### config.mk
export PLATFORM = sky130hd
export DESIGN_NAME = dma_periph_endpoint
export DESIGN_NICKNAME = d
export VERILOG_FILES = /design/src/rtl/dma_periph_pkg.sv /design/src/rtl/dma_periph_fifo.sv /design/src/rtl/dma_periph_endpoint.sv
export SDC_FILE = /design/constraint.sdc
export NUM_CORES = 1
export LEC_CHECK = 0
export ABC_CLOCK_PERIOD_IN_PS = 4400
export BUFFER_PORTS_ARGS = -buffer_cell sky130_fd_sc_hd__buf_2
export CORE_MARGIN = 4
export CORE_UTILIZATION = 35
export DETAILED_ROUTE_END_ITERATION = 12
export PLACE_DENSITY = 0.51
export RECOVER_POWER = 100
export SYNTH_ARGS = -nofsm -noshare
export SYNTH_HDL_FRONTEND = slang
export SYNTH_SLANG_ARGS = --single-unit
### constraint.sdc
create_clock -name CLK -period 4.4 [get_ports CLK]
set_input_delay 0.66 -clock CLK [delete_from_list [all_inputs] [get_ports CLK]]
set_output_delay 0.66 -clock CLK [all_outputs]
set_load 0.01 [all_outputs]
### src/rtl/dma_periph_pkg.sv
// Shared types and default sizing for the DMA peripheral endpoint.
// Sub-blocks import this package.
package dma_periph_pkg;

    localparam int DEFAULT_DW    = 8;
    localparam int DEFAULT_DEPTH = 8;

    typedef enum logic [2:0] {
        IDLE,
        ARMED,
        REQ,
        XFER,
        RELEASE
    } dmaState_t;

endpackage

### src/rtl/dma_periph_fifo.sv
// Synchronous FIFO with one push and one pop per cycle.
// Pushing into a full FIFO is allowed only when a pop happens in the same cycle.
module dma_periph_fifo #(
    parameter int DW    = 8,
    parameter int DEPTH = 8,
    localparam int AW   = $clog2(DEPTH)
) (
    input  logic          clk,
    input  logic          reset,
    input  logic          push,
    input  logic [DW-1:0] pushData,
    input  logic          pop,
    output logic [DW-1:0] popData,
    output logic          full,
    output logic          empty,
    output logic [AW:0]   count
);

    logic [DW-1:0] mem [DEPTH];
    logic [AW-1:0] wrPtr;
    logic [AW-1:0] rdPtr;
    logic          doPush;
    logic          doPop;

    assign empty   = (count == '0);
    assign full    = (count == (AW+1)'(DEPTH));
    assign doPop   = pop && !empty;
    assign doPush  = push && (!full || doPop);
    assign popData = mem[rdPtr];

    always_ff @(posedge clk) begin
        if (reset) begin
            wrPtr <= '0;
            rdPtr <= '0;
            count <= '0;
        end else begin
            if (doPush) wrPtr <= wrPtr + 1'b1;
            if (doPop)  rdPtr <= rdPtr + 1'b1;
            count <= count + {{AW{1'b0}}, doPush} - {{AW{1'b0}}, doPop};
        end
    end

    // NOTE: storage is deliberately not reset; the pointers and count define
    // which entries are valid, so clearing the array would only cost area.
    always_ff @(posedge clk) begin
        if (doPush) mem[wrPtr] <= pushData;
    end

endmodule

### src/rtl/dma_periph_endpoint.sv
// 8237-style single-byte-handshake DMA peripheral endpoint: a DREQ/DACK
// controller bridging the system bus strobes to a local FIFO.
module dma_periph_endpoint
    import dma_periph_pkg::*;
#(
    parameter int DW    = DEFAULT_DW,
    parameter int DEPTH = DEFAULT_DEPTH
) (
    input  logic          CLK,
    input  logic          RESET,
    output logic          DREQ,
    input  logic          DACK_N,
    input  logic          IOR_N,
    input  logic          IOW_N,
    input  logic          EOP_N_IN,
    output logic          EOP_DRV,
    input  logic [DW-1:0] DB_IN,
    output logic [DW-1:0] DB_OUT,
    output logic          DB_OE,
    input  logic          start,
    input  logic          dir,
    input  logic [15:0]   length,
    input  logic          wr_valid,
    output logic          wr_ready,
    input  logic [DW-1:0] wr_data,
    output logic          rd_valid,
    input  logic          rd_ready,
    output logic [DW-1:0] rd_data,
    output logic          busy,
    output logic          done,
    output logic [15:0]   remaining
);

    localparam int AW = $clog2(DEPTH);

    dmaState_t     state;
    logic          dirQ;
    logic          abortQ;
    logic          strobeQ;
    logic          strobeRaw;
    logic          complete;
    logic          extAbort;
    logic          fifoReady;
    logic          busPush;
    logic          busPop;
    logic          fifoPush;
    logic          fifoPop;
    logic [DW-1:0] fifoPushData;
    logic [DW-1:0] fifoHead;
    logic          fifoFull;
    logic          fifoEmpty;
    logic [AW:0]   fifoCount;

    // A strobe only counts while DACK_N is low, so DACK_N masks it before registering.
    assign strobeRaw = dirQ ? IOW_N : IOR_N;
    assign complete  = (state == XFER) && !strobeQ && strobeRaw && !DACK_N;
    // Our own EOP_DRV pulls the shared line low; that must not read back as an abort.
    assign extAbort  = (state != IDLE) && !EOP_N_IN && !EOP_DRV;
    assign fifoReady = dirQ ? (fifoCount != (AW+1)'(DEPTH)) : (fifoCount != '0);

    assign busPush = complete && dirQ;
    assign busPop  = complete && !dirQ;

    // The bus side owns the FIFO port on a completion cycle; the local side is
    // expected to push only for periph->mem and pop only for mem->periph.
    assign fifoPush     = busPush || (wr_valid && !fifoFull);
    assign fifoPushData = busPush ? DB_IN : wr_data;
    assign fifoPop      = busPop || (rd_ready && !fifoEmpty);

    assign wr_ready = !fifoFull;
    assign rd_valid = !fifoEmpty;
    assign rd_data  = fifoHead;

    assign DB_OE  = ((state == REQ) || (state == XFER)) && !dirQ && !IOR_N && !DACK_N;
    assign DB_OUT = DB_OE ? fifoHead : '0;

    dma_periph_fifo #(
        .DW    (DW),
        .DEPTH (DEPTH)
    ) u_fifo (
        .clk      (CLK),
        .reset    (RESET),
        .push     (fifoPush),
        .pushData (fifoPushData),
        .pop      (fifoPop),
        .popData  (fifoHead),
        .full     (fifoFull),
        .empty    (fifoEmpty),
        .count    (fifoCount)
    );

    always_ff @(posedge CLK) begin
        if (RESET) begin
            state     <= IDLE;
            dirQ      <= 1'b0;
            abortQ    <= 1'b0;
            strobeQ   <= 1'b1;
            remaining <= '0;
            DREQ      <= 1'b0;
            EOP_DRV   <= 1'b0;
            busy      <= 1'b0;
            done      <= 1'b0;
        end else begin
            strobeQ <= strobeRaw | DACK_N;
            done    <= 1'b0;
            EOP_DRV <= complete && (remaining == 16'd1);
            if (complete && (remaining != '0)) remaining <= remaining - 16'd1;

            case (state)
                IDLE: begin
                    if (start && (length != '0)) begin
                        state     <= ARMED;
                        dirQ      <= dir;
                        remaining <= length;
                        abortQ    <= 1'b0;
                        busy      <= 1'b1;
                    end
                end
                ARMED: begin
                    if (extAbort) begin
                        state  <= RELEASE;
                        abortQ <= 1'b1;
                    end else if (fifoReady) begin
                        state <= REQ;
                        DREQ  <= 1'b1;
                    end
                end
                REQ: begin
                    if (extAbort) begin
                        state  <= RELEASE;
                        abortQ <= 1'b1;
                        DREQ   <= 1'b0;
                    end else if (!DACK_N) begin
                        state <= XFER;
                    end
                end
                XFER: begin
                    if (complete || extAbort) begin
                        state  <= RELEASE;
                        DREQ   <= 1'b0;
                        abortQ <= abortQ || extAbort;
                    end
                end
                RELEASE: begin
                    if (DACK_N) begin
                        if (abortQ || extAbort || (remaining == '0)) begin
                            state <= IDLE;
                            busy  <= 1'b0;
                            done  <= 1'b1;
                        end else begin
                            state <= ARMED;
                        end
                    end else if (extAbort) begin
                        abortQ <= 1'b1;
                    end
                end
                default: state <= IDLE;
            endcase
        end
    end

endmodule

== Word-level counts from Yosys, hierarchy flattened ==
Memory sizes are Yosys's and may differ from the RTL's. A register that Yosys moved wholly into a read port is not among the register bits.
Index checks and enable logic that the tools add are counted.

* Equality and inequality tests: 17
* $add $sub $neg: 5
* Mux-type cells: 35
* Bitwise operators: 3
* Reduce and logical (&&, ||, !) cells: 49

{| class="wikitable"
|+ Operator list
! operator !! count
|-
| 2-to-1 mux 16 bit || 3
|-
| nonzero test 16 bit || 2
|-
| 2-to-1 mux 3 bit || 9
|-
| logical AND 1 bit || 17
|-
| 2-to-1 mux 1 bit || 17
|-
| equality test 16 x 1 -> 1 bit, second input constant || 1
|-
| logical NOT 16 bit || 1
|-
| 2-to-1 mux 8 bit || 2
|-
| subtractor 16 x 1 -> 16 bit, second input constant || 1
|-
| one-hot mux 3 bit (5 select lines) || 1
|-
| != test 2 bit, second input constant || 7
|-
| AND reduction 5 bit || 2
|-
| logical NOT 1 bit || 8
|-
| AND reduction 4 bit || 2
|-
| nonzero test 4 bit || 2
|-
| logical OR 1 bit || 7
|-
| adder 3 x 1 -> 3 bit, second input constant || 2
|-
| equality test 3 x 2 -> 1 bit, second input constant || 2
|-
| != test 3 bit, second input constant || 2
|-
| nonzero test 3 bit || 2
|-
| adder 4 x 1 -> 4 bit || 1
|-
| equality test 4 bit, second input constant || 1
|-
| logical NOT 4 bit || 1
|-
| != test 4 bit, second input constant || 1
|-
| other kinds (14) || 15
|}

* Register bits: 36
* Word-level logic and storage cells: 122
* Output and inout port bits: 39
* Memory bits (writable): 64
* Memories kept: 1

{| class="wikitable"
|+ Memory list
! name !! words !! bits a word !! rd ports !! clocked after Yosys merged registers in !! wr ports !! RTL line !! text
|-
| u_fifo.mem || 8 || 8 || 1 || 1 || 1 || dma_periph_fifo.sv:19 || <nowiki>logic [DW-1:0] mem [DEPTH];</nowiki>
|}

== Logic depth before layout (Yosys ltp) ==
Gate-level depths: netlist of run 1.

* Depth after elaboration: 11
* Mapped depth: 12
* Mapped depth without buffers: 11

== Hierarchy ==
A second synthesis of run 1 with hierarchy kept.

* Cells, all modules: 386
* Area total of the unflattened synthesis: 4829.6 µm²

{| class="wikitable"
|+ By module, submodules not included
! module !! area an instance (µm²) !! times used !! sequential area each (µm²) !! cells an instance
|-
| dma_periph_fifo || 3181.8 || 1 || 2182.1 || 183
|-
| dma_periph_endpoint || 1647.8 || 1 || 520.5 || 203
|}

== Worst setup path after synthesis of run 1 ==
No wires, ideal clock.

* Path type: in2reg
* From: input DACK_N
* To: memory u_fifo.mem[0][0], enable pin
* Path buffers: 0
* Stages: 6
* Arrival time: 2.428 ns
* Library setup time: 0.383 ns
* Required time: 4.017 ns
* Slack: 1.589 ns
* Cells stage by stage: nor3b_1 -> nand4_1 -> o21a_1 -> inv_1 -> nand2b_1 -> nor3_1

* Cells in the longest elaborated chain, start to end: 9
* Elaborated cells on any way between the ends: 11
* Those cells by class: mux: 2; reduce/logical: 9

{| class="wikitable"
|+ Ends and longest elaborated chain
! element !! RTL line !! text
|-
| start, declared || dma_periph_endpoint.sv:12 || <nowiki>input logic DACK_N,</nowiki>
|-
| logical NOT 1 bit (*) || -- ||
|-
| logical AND 1 bit (*) || dma_periph_endpoint.sv:56 || <nowiki>assign complete = (state == XFER) && !strobeQ && strobeRaw && !DACK_N;</nowiki>
|-
| logical AND 1 bit || dma_periph_endpoint.sv:62 || <nowiki>assign busPop = complete && !dirQ;</nowiki>
|-
| logical OR 1 bit || dma_periph_endpoint.sv:68 || <nowiki>assign fifoPop = busPop || (rd_ready && !fifoEmpty);</nowiki>
|-
| logical AND 1 bit || dma_periph_fifo.sv:27 || <nowiki>assign doPop = pop && !empty;</nowiki>
|-
| logical OR 1 bit || dma_periph_fifo.sv:28 || <nowiki>assign doPush = push && (!full || doPop);</nowiki>
|-
| logical AND 1 bit (*) || dma_periph_fifo.sv:28 ||
|-
| named net u_fifo.doPush || dma_periph_fifo.sv:22 || <nowiki>logic doPush;</nowiki>
|-
| 2-to-1 mux 1 bit (*) || dma_periph_fifo.sv:46 || <nowiki>if (doPush) mem[wrPtr] <= pushData;</nowiki>
|-
| 2-to-1 mux 1 bit (not written as such) (*) || dma_periph_fifo.sv:46 ||
|-
| end, declared || dma_periph_fifo.sv:19 ||
|}

Mark *: on every way through the listed nets, which the timed path passes. The rest lies on a longest branch.

== Worst setup path after layout of run 1 ==
* From: register state[0]
* To: memory u_fifo.mem[3][7], enable pin

* Cells in the longest elaborated chain, start to end: 11
* Elaborated cells on any way between the ends: 13
* Those cells by class: eq/ne: 1; mux: 2; reduce/logical: 10

{| class="wikitable"
|+ Ends and longest elaborated chain
! element !! RTL line !! text
|-
| start, declared || dma_periph_endpoint.sv:36 || <nowiki>dmaState_t state;</nowiki>
|-
| start signal, assigned || dma_periph_endpoint.sv:94 || <nowiki>state <= IDLE;</nowiki>
|-
| start signal, assigned || dma_periph_endpoint.sv:112 || <nowiki>state <= ARMED;</nowiki>
|-
| start signal, assigned || dma_periph_endpoint.sv:121 || <nowiki>state <= RELEASE;</nowiki>
|-
| equality test 3 x 2 -> 1 bit (*) || dma_periph_endpoint.sv:56 ||
|-
| logical AND 1 bit (*) (3 in series) || dma_periph_endpoint.sv:56 ||
|-
| logical AND 1 bit || dma_periph_endpoint.sv:62 ||
|-
| logical OR 1 bit || dma_periph_endpoint.sv:68 ||
|-
| logical AND 1 bit || dma_periph_fifo.sv:27 ||
|-
| logical OR 1 bit || dma_periph_fifo.sv:28 ||
|-
| logical AND 1 bit (*) || dma_periph_fifo.sv:28 ||
|-
| named net u_fifo.doPush || dma_periph_fifo.sv:22 ||
|-
| 2-to-1 mux 1 bit (*) || dma_periph_fifo.sv:46 ||
|-
| 2-to-1 mux 1 bit (not written as such) (*) || dma_periph_fifo.sv:46 ||
|}

Marked as above.

==> results.toml, run 1 <==
[yosys]
syn_nets = 434
synth_area_per_cell_sq_um = 12.5
syn_inst = 381
synth_area_leaders = "edfxtp_1, dfxtp_1, mux4_2"
synth_top_cell_by_area = "edfxtp_1"
seq_area_frac_synth_pct = 56.8
yosysTopAreaCellShare_pct = 40.4
synth_xor_area_share_pct = 2.39
synth_commonest_cells = "edfxtp_1, nor2_1, dfxtp_1"
synth_most_common_cell = "edfxtp_1"
synth-seq-cells = 103
yosys_warnings = 0
synth-main-ff-cell = "edfxtp_1"
synthSimpleGateAreaFrac_pct = 14.3
ys_async_sr_fraction_pct = 0
synth_adder_area_share_pct = 3.05
synth_top_family_by_area = "simple AND/OR/NAND/NOR gates"
yosysUniqueCellTypes = 56
netlist_area_sq_mm = 0.00476
yosys-mux-area-fraction_pct = 12.5
synth_compound_area_share_pct = 8.25
synth_edf_count = 64

[floorplanning]
start_util_pct = 35.8
io_pins = 81
core_area_sq_mm = 0.0133
die_w_microns = 125
rows = 42
die-area_sq_mm = 0.0155
fp.dieH_microns = 125

[sta]
setup_viol = 0
fin_crit_sh_pct = 72.6
drv_slew = 0
clock_skew_ps = 6.47
rsz0062_at_grt = "false"
hold_violations = 0
hold_ws_ps = 523
max_freq_mhz = 313
slew_headroom_pct = 12.1
worst_slew_pin_slew_ps = 1320
setup_tns_ps = 0
fin_crit_ps = 3190

[global_route]
gr-total-overflow = 0
grt_usage_pct = 14.3
antenna_found_initial = 0
grt_pass1_vias = 3218
grt_start_max_net_pins = 38
grt_first_pass_wirelength_microns = 17500

[drt]
first_pass_iters = 4
postRouteAntennaNets = 0
wl_per_cell_microns = 17.0
via_per_inst = 5.14
wirelength_microns = 10900
drc = 0
dr_total_vias = 3288
first_iter_violations = 218

[cts]
clock-sinks = 103
clk-insertion-delay-late_ps = 340
h-tree-depth = 3
postCtsSetupRepairBufs = 0
holdBufCountCts = 0
clkTransAtPathRegs_ps = 70
cts_tree = "done"
cts_buffer_depth = 2
cts_root_buffer = "clkbuf_16"
cts_made_buffers = 9
post_cts_resized = 0

[critical_path]
r2r_setup_slack_ps = 1210
r2r_cells = 8
worst_r2r_endpoint = "u_fifo.mem[3][7]$_DFFE_PP_"
cp.arrival_ps = 3180
cp-start-kind = "register"
cp-end-kind = "register"
crit_required_ps = 4380
path_max_fanout = 12
regToRegStartpoint = "state[0]$_SDFFE_PP0P_"
critPathKind = "reg2reg"

[place]
dp_hpwl_microns = 7680
place.port_buffers = 80
place_congestion = 0.789
placed_cells = 624

[power_and_ir_drop]
ir_drop_uv = 238
p_per_area_mw_per_mm2 = 541
leakage_uw = 0.00192
pwr-share-comb_pct = 30.6
clkPwrFrac_pct = 26.5
seq_power_share_pct = 42.9
p_int_uw = 2030
sw_frac_of_total_pct = 32.7
power_uw = 3020
power.net_switching_uw = 986

[finish]
n_antenna_cell = 0
drive_gt1_share_pct = 19.4
nets = 512
n_fill_cell = 1268
fin_cells = 640
syn2layout_area_growth_pct = 17.1

[hold_path]
min-delay-start = "busy$_SDFFE_PP0P_"
hold_class = "reg2reg"
hold_depth = 2
holdPathEnd = "busy$_SDFFE_PP0P_"

[status]
status = "finished, final reports clean"

[job]
cap_violations = 0
cell usage in the layout (no fill, tap or decap), drive strengths merged, types with 4 or more instances in the layout:
master  instances
nor2b          10
dfxtp          39
o31ai           4
buf            45
a311oi          5
nor3           16
clkbuf         52
mux2           18
nand2b          6
ha             10
nand4           4
nand2          13
edfxtp         64
xnor2           9
nor2           40
o21ai           8
mux4           16
or4             6
a211oi          9
nor4            7
inv            17
xor2            4
a21oi          13
or3            10
registers in the layout, indices dropped and copies added (netlist names), named ones only:
name,cells
DREQ,1
EOP_DRV,1
abortQ,1
busy,1
dirQ,1
done,1
remaining,16
state,3
strobeQ,1
u_fifo.count,4
u_fifo.mem,64
u_fifo.rdPtr,3
u_fifo.wrPtr,3
worst max-delay path, cell delays in order, from the launching register on:
cell	delay, ps
dfxtp_1	550
nor3b_1	360
nand4_1	130
clkbuf_1	350
o21a_1	310
inv_1	170
nand2_1	140
nor2_1	350
clkbuf_1	470
logic make-up after synthesis:
group                    count (synthesis)
AND/OR/NAND/NOR                        127
AO/OA/AOI/OAI                           56
flip-flops                             103
XOR/XNOR                                13
buffers and inverters                   34
multiplexers                            37
adder cells (fa/ha/maj)                 11
per-stage QoR:
| stage | instance area (sq um) | util [%] | worst slack (ps) |
|---|---|---|---|
| 2_1_floorplan | 4760 | - | 1590 |
| 3_3_place_gp | 5360 | 40.3 | 1400 |
| 3_5_place_dp | 5360 | 40.3 | 1330 |
| 4_1_cts | 5650 | 42.5 | 1450 |
| 5_1_grt | 5570 | 41.9 | 866 |
| 6_report | 5570 | 41.9 | 1210 |
power groups by stage:
stage	sequential, uW	combinational (uW)	clock, uW
floorplan	1270	710	0
global placement	1320	962	0
detailed placement	1310	976	0
CTS	1290	980	823
global route	1320	1040	869
finish	1300	923	798
cell type report:
type | instances | area (sq um) | area share [%]
Clock buffer | 10 | 229 | 4.11
Clock inverter | 6 | 66.3 | 1.19
Tap cell | 176 | 220 | 3.95
Timing Repair Buffer | 87 | 385 | 6.91
Sequential cell | 103 | 2700 | 48.5
Inverter | 14 | 52.6 | 0.943
Multi-Input combinational cell | 244 | 1920 | 34.4
metal layers:
layer,global-route usage [%],share of wire [%],vias to the layer above
met5,0,0,-
met4,3.22,1.1,0
met3,4.85,6.4,8
met2,23.4,48,109
met1,18.3,45,1570
li1,-,-,1601
worst max-delay path by stage:
stage | start | to | slack (ps)
2_1_floorplan | DACK_N | u_fifo.mem[0][0]$_DFFE_PP_ | 1590
3_3_place_gp | DACK_N | u_fifo.mem[5][7]$_DFFE_PP_ | 1400
3_5_place_dp | DACK_N | u_fifo.mem[5][6]$_DFFE_PP_ | 1330
4_1_cts | register | DB_OUT[2] | 1450
5_1_grt | state[0]$_SDFFE_PP0P_ | u_fifo.mem[3][7]$_DFFE_PP_ | 870
6_report | state[0]$_SDFFE_PP0P_ | u_fifo.mem[3][7]$_DFFE_PP_ | 1210
(Power assumes the default switching activity.)
==> run 2, diff against run 1 <==
--- a/config.mk
+++ b/config.mk
@@ -5,7 +5,8 @@
 export SDC_FILE = /design/constraint.sdc
 export NUM_CORES = 1
 export LEC_CHECK = 0
-export ABC_CLOCK_PERIOD_IN_PS = 4400
+export ABC_AREA = 1
+export ABC_CLOCK_PERIOD_IN_PS = 2950
 export BUFFER_PORTS_ARGS = -buffer_cell sky130_fd_sc_hd__buf_2
 export CORE_MARGIN = 4
 export CORE_UTILIZATION = 35
==> constraint.sdc (replaced) <==
create_clock -name CLK -period 2.95 [get_ports CLK]
set_input_delay 0.4425 -clock CLK [delete_from_list [all_inputs] [get_ports CLK]]
set_output_delay 0.4425 -clock CLK [all_outputs]
set_load 0.01 [all_outputs]
==> run 2 against run 1 <==
Effect of this change: global-route usage rose by 1.3 points; critical path depth fell by 2; routed wire length rose by 17%; largest cell class unchanged; largest power group is now combinational cells.
==> results.toml, run 2 <==
[critical_path]
path_buf_inv = 2
cp_slowest_cell = "dfxtp_1"
cp.arrival_ps = 2200
path_cells = "inv_1 > o21ai_0 > o22ai_1 > nand2_1 > a21oi_1 > clkbuf_1"
cp-start-kind = "register"
critical-path-top-delay-family = "buffers and inverters"
path_max_fanout = 17
critPathKind = "reg2out"
crit_required_ps = 2510
cp-end-kind = "output port"
slowest_delay_ps = 490

[power_and_ir_drop]
power.net_switching_uw = 2050
pwr-share-comb_pct = 39.3
leakage_uw = 0.00250
p_per_area_mw_per_mm2 = 858
power_uw = 5040
seq_power_share_pct = 38.7
ir_drop_uv = 415
p_int_uw = 2990
clkPwrFrac_pct = 22.0
sw_frac_of_total_pct = 40.6

[drt]
dr_total_vias = 4262
postRouteAntennaNets = 0
first_pass_iters = 4
drc = 0
wl_per_cell_microns = 14.6
first_iter_violations = 268
via_per_inst = 4.88
wirelength_microns = 12700

[sta]
fin_crit_sh_pct = 89.5
setup_tns_ps = 0
drv_slew = 0
max_freq_mhz = 379
rsz0062_at_grt = "false"
hold_violations = 0
slew_headroom_pct = 24.2
fin_ws_ps = 309
fin_crit_ps = 2640
worst_slew_pin_slew_ps = 1130
setup_viol = 0
clock_skew_ps = 10.5

[job]
cap_violations = 0

[floorplanning]
rows = 43
fp.dieH_microns = 129
die_w_microns = 129
die-area_sq_mm = 0.0166
core_area_sq_mm = 0.0141
io_pins = 81
start_util_pct = 36.2

[finish]
regArea_sq_mm = 0.00270
final_cell_mix = "nand2_1, nor2_1, edfxtp_1"
syn2layout_area_growth_pct = 15.0
reg_top3 = "u_fifo.mem (64), remaining (16), u_fifo.count (4)"
n_fill_cell = 1478
largest_reg_flops = 64
drive_gt1_share_pct = 11.0
fin_util_pct = 41.7
layout_commonest_cell = "nand2_1"
regMostFlops = "u_fifo.mem"
nets = 742
n_antenna_cell = 0
multiInputGateArea_sq_mm = 0.00206
fin_cells = 874

[yosys]
synth_xor_area_share_pct = 1.71
syn_inst = 608
ys_async_sr_fraction_pct = 0
yosys-mux-area-fraction_pct = 0
synth_top_cell_by_area = "edfxtp_1"
synth_area_leaders = "edfxtp_1, dfxtp_1, nand2_1"
yosysUniqueCellTypes = 36
synth_compound_area_share_pct = 12.2
yosys_warnings = 0
synth_adder_area_share_pct = 2.84
seq_area_frac_synth_pct = 52.9
synthSimpleGateAreaFrac_pct = 24.5
synth-main-ff-cell = "edfxtp_1"
synth_most_common_cell = "nand2_1"
synth_area_per_cell_sq_um = 8.40
yosysTopAreaCellShare_pct = 37.6
synth-seq-cells = 103
netlist_area_sq_mm = 0.00511
synth_commonest_cells = "nand2_1, nor2_1, edfxtp_1"
synth_top_family_by_area = "simple AND/OR/NAND/NOR gates"
syn_nets = 661
synth_edf_count = 64

[cts]
cts_tree = "done"
h-tree-depth = 3
clkTransAtPathRegs_ps = 70
cts_buffer_depth = 2
clock-sinks = 103
holdBufCountCts = 0
post_cts_resized = 0
cts_root_buffer = "clkbuf_16"
cts_made_buffers = 9
clk-insertion-delay-late_ps = 350
postCtsSetupRepairBufs = 0

[place]
place.port_buffers = 80
dp_hpwl_microns = 9430
place_ws_ps = 413
place_congestion = 0.878
placed_cells = 858

[global_route]
grt_pass1_vias = 4028
grt_start_max_net_pins = 34
gr-total-overflow = 0
antenna_found_initial = 0
grt_usage_pct = 15.5
grt_first_pass_wirelength_microns = 20300

[hold_path]
hold_class = "in2reg"

[status]
status = "finished, final reports clean"
-- run 2: cell count changes after synthesis, moves of 10 or more --
cell / before / now
inv_1: 14 / 53
mux2_2: 18 / 0
mux4_2: 16 / 0
nand2_1: 13 / 138
nand3_1: 2 / 24
nor2_1: 40 / 104
nor2b_1: 10 / 0
nor3_1: 15 / 5
o21ai_0: 8 / 60
o22ai_1: 0 / 16
-- run 2: metrics by stage --
step	instance area [sq um]	hold WS, ps
finish	5870	369
global route	5870	392
CTS	5980	321
detailed placement	5710	478
global placement	5710	477
floorplan	5110	451
-- run 2: layer usage --
layer  track usage, %  share of wire (%)  vias up
li1                 -                  -     2187
met1             22.3                 49     1962
met2             23.6                 45      102
met3             2.62                4.4       11
met4             5.93                1.7        0
met5                0                  0        -
-- run 2: worst paths after layout --
kind | depth (start not counted) | endpoint | slack [ps] | startpoint
worst max-delay path | 6 | DB_OUT[6] | 310 | register
worst min-delay path | 3 | remaining[8]$_SDFF_PP0_ | 370 | length[8]
worst min register to register | 2 | DREQ$_SDFFE_PP0P_ | 490 | DREQ$_SDFFE_PP0P_
worst max register to register | 8 | remaining[9]$_SDFF_PP0_ | 350 | state[0]$_SDFFE_PP0P_
-- run 2: kinds of logic after synthesis --
| kind of cell | after synthesis |
|---|---|
| xor+xnor | 10 |
| buf+inv | 76 |
| compound gates | 112 |
| fa+ha+maj | 11 |
| flops | 103 |
| simple gates | 296 |
-- run 2: worst register-to-register path, stage by stage, from the launching register on --
cell	delay, ps
dfxtp_1	360
nor2_1	250
nand2_1	220
inv_1	140
nand3_1	790
o21ai_0	560
inv_1	80
nand2_1	70
inv_1	40
-- run 2: final cells by class --
class	instances	share of cell area, %
flip-flops and latches	103	46.0
multi-input cells	429	35.1
repair buffers	88	6.71
clock buffers	9	3.83
well taps	180	3.83
inverters	58	3.71
clock inverters	7	0.788
-- run 2: power by group through the flow --
stage / combinational, uW / sequential [uW] / clock, uW
2_1_floorplan: 1460 / 1960 / 0
3_3_place_gp: 2030 / 1980 / 0
3_5_place_dp: 2050 / 1980 / 0
4_1_cts: 2060 / 1950 / 1130
5_1_grt: 2270 / 1980 / 1210
6_report: 1980 / 1950 / 1110
==> run 3, diff against run 2 <==
--- a/config.mk
+++ b/config.mk
@@ -11,7 +11,6 @@
 export CORE_MARGIN = 4
 export CORE_UTILIZATION = 35
 export DETAILED_ROUTE_END_ITERATION = 12
-export PLACE_DENSITY = 0.51
 export RECOVER_POWER = 100
 export SYNTH_ARGS = -nofsm -noshare
 export SYNTH_HDL_FRONTEND = slang
==> run 3 against run 2 <==
Effect of this change: critical path depth up 8; global-route usage about the same; core utilization up 0.21 points; cell count unchanged; worst hold slack worse by 21 ps; routed wire length down 0.36%; via count up 0.45%; first-iteration DRC count up 43%; critical endpoint is now u_fifo.count[2]$_SDFF_PP0_.
==> results.toml, run 3 (synthesized netlist as in run 2, its figures left out) <==
[status]
status = "finished, final reports clean"

[global_route]
grt_first_pass_wirelength_microns = 20300
gr-total-overflow = 0
grt_start_max_net_pins = 34
grt_usage_pct = 15.6
antenna_found_initial = 1
grt_pass1_vias = 4132

[drt]
first_iter_violations = 382
first_pass_iters = 5
drc = 0
wl_per_cell_microns = 14.5
postRouteAntennaNets = 0
via_per_inst = 4.90
dr_total_vias = 4281
wirelength_microns = 12700

[power_and_ir_drop]
ir_drop_uv = 371
leakage_uw = 0.00251
p_per_area_mw_per_mm2 = 872

[sta]
fin_crit_sh_pct = 89.8
fin_ws_ps = 300
rsz0062_at_grt = "false"
slew_headroom_pct = 25.2
fin_crit_ps = 2650
drv_slew = 0
max_freq_mhz = 377
clock_skew_ps = 7.56
setup_viol = 0
worst_slew_pin_slew_ps = 1120
setup_tns_ps = 0
hold_violations = 0

[floorplanning]
core_area_sq_mm = 0.0141
die-area_sq_mm = 0.0166
start_util_pct = 36.2
die_w_microns = 129
io_pins = 81
rows = 43
fp.dieH_microns = 129

[critical_path]
cp-end-kind = "register"
critical-path-top-delay-family = "adder cells"
path_cells = "inv_2 > nand2_4 > nor2_4 > inv_1 > nor2_1 > nand2_2 > a21boi_2 > ha_1 > inv_1 > ha_1 > inv_1 > fa_1 > o21ai_0 > a21oi_1"
cp-start-kind = "register"
slowest_delay_ps = 370
cp.arrival_ps = 2890
cpMostUsedCell = "inv_1"
path_buf_inv = 4
crit_required_ps = 3190
critPathKind = "reg2reg"
path_max_fanout = 6
cp_slowest_cell = "fa_1"

[finish]
nets = 742
largest_reg_flops = 64
drive_gt1_share_pct = 11.1
reg_top3 = "u_fifo.mem (64), remaining (16), u_fifo.count (4)"
syn2layout_area_growth_pct = 15.6
layout_commonest_cell = "nand2_1"
regMostFlops = "u_fifo.mem"
final_cell_mix = "nand2_1, nor2_1, edfxtp_1"
n_antenna_cell = 0

[cts]
postCtsSetupRepairBufs = 0
h-tree-depth = 3
cts_buffer_depth = 2
post_cts_resized = 0
cts_made_buffers = 9
clkTransAtPathRegs_ps = 70
holdBufCountCts = 0
cts_root_buffer = "clkbuf_16"
clk-insertion-delay-late_ps = 350
cts_tree = "done"
clock-sinks = 103

[place]
place_ws_ps = 379
place.port_buffers = 80
place_congestion = 0.878
dp_hpwl_microns = 9150

[job]
cap_violations = 0

[hold_path]
hold_class = "in2reg"
[run 3: area by class of cell]
class                   count  area (sq um)
clock inverters             7          83.8
multi-input cells         429          2050
flip-flops and latches    103          2700
well taps                 180           225
fillers                  1452          8190
repair buffers             88           397
clock buffers               9           225
inverters                  58           218
[run 3: worst reg2reg max path, delay by kind of cell (launching register included)]
kind | cells | cell delay, ps
adder cells (fa/ha/maj) | 3 | 800
AO/OA/AOI/OAI | 3 | 500
buffers and inverters | 4 | 280
AND/OR/NAND/NOR | 4 | 620
flip-flops | 1 | 340
[run 3: worst paths after layout]
| kind | endpoint | start | slack [ps] | cells after the start |
|---|---|---|---|---|
| worst max-delay path | u_fifo.count[2]$_SDFF_PP0_ | state[2]$_SDFFE_PP0P_ | 300 | 14 |
| worst min-delay path | remaining[8]$_SDFF_PP0_ | length[8] | 350 | 3 |
| worst max register to register | u_fifo.count[2]$_SDFF_PP0_ | state[2]$_SDFFE_PP0P_ | 300 | 14 |
| worst min register to register | u_fifo.rdPtr[0]$_SDFFE_PP0P_ | u_fifo.rdPtr[0]$_SDFFE_PP0P_ | 500 | 1 |
[run 3: power breakdown]
part	switching, uW	internal (uW)	total, uW
Sequential	205	1760	1960
Combinational	1280	667	1940
Clock	569	678	1250
Total	2050	3100	5150
[run 3: routing by layer]
layer	wire length, microns	GRT usage [%]	share of wire, %
met1	5610	19.9	44
met4	152	4.69	1.2
met5	12	0	0.095
met3	852	4.44	6.7
met2	6060	25.7	48
[run 3: stage by stage]
step	hold slack [ps]	instances	area [sq um]	power, uW	util, %
finish	348	874	5900	5150	41.9
global route	355	874	5900	5570	41.9
CTS	327	874	6020	5260	42.7
detailed placement	478	858	5710	4000	40.5
global placement	476	858	5710	3960	40.5
floorplan	451	608	5110	3420	-
